**config.mk**
```make
export PLATFORM = sky130hd
export DESIGN_NAME = poly_eval_core
export DESIGN_NICKNAME = d
export VERILOG_FILES = /design/src/rtl/poly_eval_core.sv
export SDC_FILE = /design/constraint.sdc
export NUM_CORES = 2
export LEC_CHECK = 0
export ABC_AREA = 1
export BUFFER_PORTS_ARGS = -buffer_cell sky130_fd_sc_hd__buf_2
export CORE_MARGIN = 2
export CORE_UTILIZATION = 40
export CTS_CLUSTER_SIZE = 14
export DETAILED_ROUTE_END_ITERATION = 10
export MAX_ROUTING_LAYER = met4
export PLACE_DENSITY = 0.6
export SLEW_MARGIN = 15
export SYNTH_ARGS = -nofsm -noshare
export SYNTH_HDL_FRONTEND = slang
export SYNTH_SLANG_ARGS = --single-unit
```
**constraint.sdc**
```tcl
create_clock -name clock -period 11.9 [get_ports clock]
set_clock_uncertainty 0.15 [all_clocks]
set_input_delay 1.785 -clock clock [delete_from_list [all_inputs] [get_ports clock]]
set_output_delay 1.785 -clock clock [all_outputs]
set_load 0.01 [all_outputs]
```
**src/rtl/poly_eval_core.sv**
```systemverilog
// Horner polynomial evaluator fed by FWFT instruction/data FIFOs.
// Build option SATURATE_EN: clamp each step on overflow instead of wrapping.
module poly_eval_core #(
  parameter int DATA_W     = 16,
  parameter int ACC_W      = 32,
  parameter int DEG_W      = 4,
  parameter int MAX_DEGREE = 15
) (
  input  logic              clock,
  input  logic              reset,
  input  logic              empty_instruction,
  input  logic [DEG_W+1:0]  instruction,
  output logic              read_enable_instruction,
  input  logic              empty_data,
  input  logic [DATA_W-1:0] data,
  output logic              read_enable_data,
  input  logic              full_result,
  output logic [ACC_W-1:0]  result,
  output logic              write_enable_result,
  input  logic              full_status,
  output logic [7:0]        status,
  output logic              write_enable_status,
  output logic              busy
);

  localparam int PW = ACC_W + DATA_W + 1;

  typedef enum logic [1:0] {
    IDLE, LOAD_X, ACCUM, WRITE
  } state_t;

  state_t                    state_q;
  logic signed [ACC_W-1:0]   acc_q;
  logic signed [DATA_W-1:0]  x_q;
  logic        [DEG_W-1:0]   deg_q;
  logic        [DEG_W-1:0]   cnt_q;
  logic                      ovf_q;
  logic        [5:0]         seq_q;
  logic        [ACC_W-1:0]   result_q;
  logic        [7:0]         status_q;
  logic                      we_q;

  logic [1:0]               op;
  logic [DEG_W-1:0]         deg;
  logic                     illegal;
  logic signed [PW-1:0]     acc_ext;
  logic signed [PW-1:0]     x_ext;
  logic signed [PW-1:0]     c_ext;
  logic signed [PW-1:0]     exact;
  logic [PW-ACC_W:0]        hi;
  logic                     step_ovf;
  logic                     ovf_d;
  logic [ACC_W-1:0]         acc_d;

  assign op      = instruction[DEG_W+1:DEG_W];
  assign deg     = instruction[DEG_W-1:0];
  assign illegal = (op == 2'b11) || (int'(deg) > MAX_DEGREE);

  // Exact step value; upper bits must all match the ACC_W sign bit.
  assign acc_ext  = {{(DATA_W+1){acc_q[ACC_W-1]}}, acc_q};
  assign x_ext    = {{(ACC_W+1){x_q[DATA_W-1]}}, x_q};
  assign c_ext    = {{(ACC_W+1){data[DATA_W-1]}}, data};
  assign exact    = acc_ext * x_ext + c_ext;
  assign hi       = exact[PW-1:ACC_W-1];
  assign step_ovf = !((&hi) || !(|hi));
  assign ovf_d    = ovf_q | step_ovf;

`ifdef SATURATE_EN
  always_comb begin
    acc_d = exact[ACC_W-1:0];
    if (step_ovf)
      acc_d = exact[PW-1] ? {1'b1, {(ACC_W-1){1'b0}}}
                          : {1'b0, {(ACC_W-1){1'b1}}};
  end
`else
  assign acc_d = exact[ACC_W-1:0];
`endif

  assign read_enable_instruction =
    !reset && (state_q == IDLE) && !empty_instruction;
  assign read_enable_data =
    !reset && !empty_data &&
    ((state_q == LOAD_X) || (state_q == ACCUM));

  assign write_enable_result = we_q;
  assign write_enable_status = we_q;
  assign result              = result_q;
  assign status              = status_q;
  assign busy                = (state_q != IDLE);

  always_ff @(posedge clock) begin
    if (reset) begin
      state_q  <= IDLE;
      acc_q    <= '0;
      x_q      <= '0;
      deg_q    <= '0;
      cnt_q    <= '0;
      ovf_q    <= 1'b0;
      seq_q    <= '0;
      result_q <= '0;
      status_q <= '0;
      we_q     <= 1'b0;
    end else begin
      we_q <= 1'b0;
      unique case (state_q)
        IDLE: begin
          if (!empty_instruction) begin
            deg_q <= deg;
            cnt_q <= '0;
            acc_q <= '0;
            ovf_q <= 1'b0;
            if (illegal) begin
              result_q <= '0;
              status_q <= {1'b0, 1'b1, seq_q};
              state_q  <= WRITE;
            end else if (op == 2'b00) begin
              state_q <= LOAD_X;
            end else if (op == 2'b01) begin
              x_q     <= DATA_W'(1);
              state_q <= ACCUM;
            end
          end
        end
        LOAD_X: begin
          if (!empty_data) begin
            x_q     <= data;
            state_q <= ACCUM;
          end
        end
        ACCUM: begin
          if (!empty_data) begin
            acc_q <= acc_d;
            ovf_q <= ovf_d;
            if (cnt_q == deg_q) begin
              result_q <= acc_d;
              status_q <= {ovf_d, 1'b0, seq_q};
              state_q  <= WRITE;
            end else begin
              cnt_q <= cnt_q + 1'b1;
            end
          end
        end
        WRITE: begin
          if (!full_result && !full_status) begin
            we_q    <= 1'b1;
            seq_q   <= seq_q + 6'd1;
            state_q <= IDLE;
          end
        end
        default: state_q <= IDLE;
      endcase
    end
  end

endmodule

```
==> summary.md <==
| Metric | Value |
|---|---|
| H-tree levels | `3` |
| Mux cell area share after synthesis | `0%` |
| Yosys reg bits | `106` |
| GR Overflow Total | `0` |
| Number of global-route vias before repair | `20400` |
| Setup crit end | `status[7]$_SDFFE_PP0P_` |
| Post-DRT Antenna Nets | `0` |
| Area post-placement | `25900 µm²` |
| VDD IR max | `0.121 mV` |
| # rows | `91` |
| Period Utilization, post-route | `61.4%` |
| Reg2Reg Depth | `28` |
| IO Port Bufs | `72` |
| I/O pins | `73` |
| Final Instance Area | `approximately 26000 µm²` |
| Synth Area in XOR/XNOR | `0.528%` |
| Critical Path Most Common Cell | `nand2_1` |
| Die span in y | `253 µm` |
| Static leakage | `14.1 nW` |
| Pre-antenna DRT Iters | `6` |
| Slew Viols, Final | `0` |
| Crit end category | `flip-flop` |
| Commonest non-fill, non-tap cells in the layout | `inv_1 (916), nand2_1 (910), fa_1 (526)` |
| Post-synthesis compound-gate area fraction | `between 5 and 6%` |
| GP Congestion | `between 1 and 1.5` |
| Via Count | `between 20000 and 25000` |
| Die width | `253 µm` |
| Post-CTS Setup Bufs | `0` |
| Count of flip-flops with a built-in enable after synthesis | `0` |
| DRC violation count after routing | `0` |
| Buf/Inv on CP | `7` |
| CTS Hold Bufs | `0` |
| Post-CTS sizing | `0` |
| Crit-path leading delay family | `adder cells` |
| Commonest non-fill, non-tap cell in the layout | `inv_1` |
| First-pass GRT wire length | `between 100000 and 150000 µm` |
| Synth Net Count | `4040` |
| WP data required | `11.98 ns` |
| Clock Latency Late Sink | `0.39 ns` |
| R2r endpoint | `status[7]$_SDFFE_PP0P_` |
| Max Root-Sink Buffers | `2` |
| Worst-Margin Slew | `1.10 ns` |
| Layout cells sized above 1 | `5.86%` |
| Final min period | `7.30 ns` |
| RR Startpoint | `acc_q[31]$_SDFFE_PP0P_` |
| Area growth syn-to-layout | `5.23%` |
| CP Launch Type | `primary input` |
| Worst relative slew slack | `between 20% and 30%` |
| Sink Count | `about 110` |
| Core Region | `61600 µm²` |
| Clock slew at reported path FFs | `0.08 ns` |
| Largest family of logic cells by synthesized area | `adder cells` |
| HP Class | `flip-flop to flip-flop` |
| Initial drt markers | `1405` |
| Post-DR vias/cell | `4.82` |
| Post-synthesis adder-cell area fraction | `48.6%` |
| Kind of critical path | `primary input to flip-flop` |
| CTS Buf Count | `9` |
| Power Density | `125 nW/µm²` |
| Fmax | `137 MHz` |
| MaxCap Viol Count | `0` |
| Status | `finished clean` |
| Setup TNS | `0 ns` |
| Fillcell total | `6354` |
| WP data arrival | `7.38 ns` |
| YS warnings | `0` |
| RSZ-0062 raised after global routing | `no` |
| CTS Root Cell | `clkbuf_16` |
| Main synth FF type | `dfxtp_1` |
| Die area | `between 60000 and 70000 µm²` |
| Avg Cell Area, Syn | `7.41 µm²` |
| Initial Utilization | `40.4%` |
| Hold Violations, Final | `0` |
| Critical path origin | `data[15]` |
| Cell count after synthesis | `between 3000 and 4000` |
| Distinct cells, synth | `42` |
| Delay of the slowest cell on the worst path | `0.68 ns` |
| Levels on crit path | `26` |
| Initial antenna violation count | `1` |
| Ys async rst share | `0%` |
| Crit Path Max Fanout | `18` |
| GRT Resource Usage Total | `a little under a quarter` |
| FF-to-FF setup slack | `4.79 ns` |
| DP Wirelength | `57500 µm` |
| Sequential-to-total area share from yosys stat | `8.53%` |
| CTS tree | `yes` |
| Largest net degree at the start of global routing | `77` |
| Routed wire length per instance | `around 17 µm` |
| Final wirelength | `70100 µm` |
| Total Nets Final | `3988` |
| CP max-delay cell | `fa_1` |
| Post-layout util | `42.5%` |
| Post-Synth Simple-Gate Area | `20.3%` |
| Post-synthesis cell area | `24900 µm²` |
| Worst hold margin | `0.333 ns` |
| Endpoints failing setup | `0` |
-- metal layers --
metal  track usage [%]  up-vias  wire (µm)
met5                 -        -          0
met4              4.63        0       1190
met3              2.59       76       4360
met2              38.7      573      33400
met1              32.0     9882      31100
li1                  -     9488          -
-- flip-flops by register name, indices dropped and copies added, names as in the netlist --
signal               count
acc_q                   32
result                  32
x_q                     16
status                   8
seq_q                    6
cnt_q                    4
deg_q                    4
state_q                  2
ovf_q                    1
write_enable_result      1
-- metrics by stage --
| step | total power, W | setup slack [ns] | instances |
|---|---|---|---|
| floorplan | 0.00215 | 5.45 | 3360 |
| global placement | 0.00293 | 4.26 | 4134 |
| detailed placement | 0.00294 | 4.24 | 4134 |
| CTS | 0.00327 | 4.62 | 4150 |
| global route | 0.00357 | 4.25 | 4151 |
| finish | 0.00327 | 4.60 | 4151 |
-- kinds of logic (layout without fill, tap and decap cells) --
logic type,Yosys count,after routing
DFF,106,106
buffers and inverters,1091,1044
adders and majority gates,652,652
and+or+nand+nor,1237,1237
xor gates and xnor gates,15,15
AOI/OAI and AO/OA,259,259
other,0,1
-- worst min-delay path, cell delays in order (launching register included) --
cell and delay (ns):
dfxtp_1 0.30, inv_1 0.07, a211oi_1 0.07
-- power by group --
group          total (W)  internal [W]  switching (W)  leakage (nW)
Clock           0.000320      0.000154       0.000166         0.146
Combinational    0.00217      0.000707        0.00147          13.1
Sequential      0.000777      0.000481       0.000296         0.868
Total            0.00327       0.00134        0.00193          14.1
-- Yosys cell counts, types with 2 or more instances --
cell      number  area [µm²]
buf_1          3        11.3
nand4_1       25         156
nor2_2        17         106
o21bai_1       4        30.0
fa_1         526       10500
nor2_1       154         578
ha_1         126        1580
nor3b_1        2        15.0
nor3_1         6        30.0
buf_2          4        20.0
inv_1        918        3450
clkinv_1       2        7.51
clkbuf_1     154         578
xnor2_1        9        78.8
o21ai_0       95         475
a21o_1         2        15.0
nand3_1       71         355
or2_2         20         125
nor3_2         4        40.0
nand4_2        2        25.0
a31oi_1        2        12.5
a21oi_1      135         676
nand2_2       13        81.3
nand3_2        9        90.1
inv_2          8        30.0
xor2_1         6        52.6
dfxtp_1      106        2120
a211oi_1      14         105
nand2_1      910        3420
-- worst min-delay path by stage --
stage / startpoint / cells after the start / endpoint / slack [ns]
2_1_floorplan: seq_q[2]$_SDFFE_PP0P_ / 2 / status[2]$_SDFFE_PP0P_ / 0.31
3_3_place_gp: x_q[15]$_SDFFE_PP0P_ / 2 / x_q[15]$_SDFFE_PP0P_ / 0.30
3_5_place_dp: x_q[15]$_SDFFE_PP0P_ / 2 / x_q[15]$_SDFFE_PP0P_ / 0.31
4_1_cts: x_q[15]$_SDFFE_PP0P_ / 2 / x_q[15]$_SDFFE_PP0P_ / 0.34
5_1_grt: x_q[15]$_SDFFE_PP0P_ / 2 / x_q[15]$_SDFFE_PP0P_ / 0.35
6_report: x_q[15]$_SDFFE_PP0P_ / 2 / x_q[15]$_SDFFE_PP0P_ / 0.33
-- final cells by class --
type / instances / area, µm² / area share (%)
clock inverters: 6 / 63.8 / 0.244
multi-input cells: 2163 / 18700 / 71.2
inverters: 928 / 3490 / 13.3
well taps: 837 / 1050 / 4.00
flip-flops and latches: 106 / 2120 / 8.10
clock buffers: 10 / 239 / 0.913
diodes: 1 / 2.50 / 0.00956
repair buffers: 100 / 571 / 2.18
(Power assumes the default switching activity.)
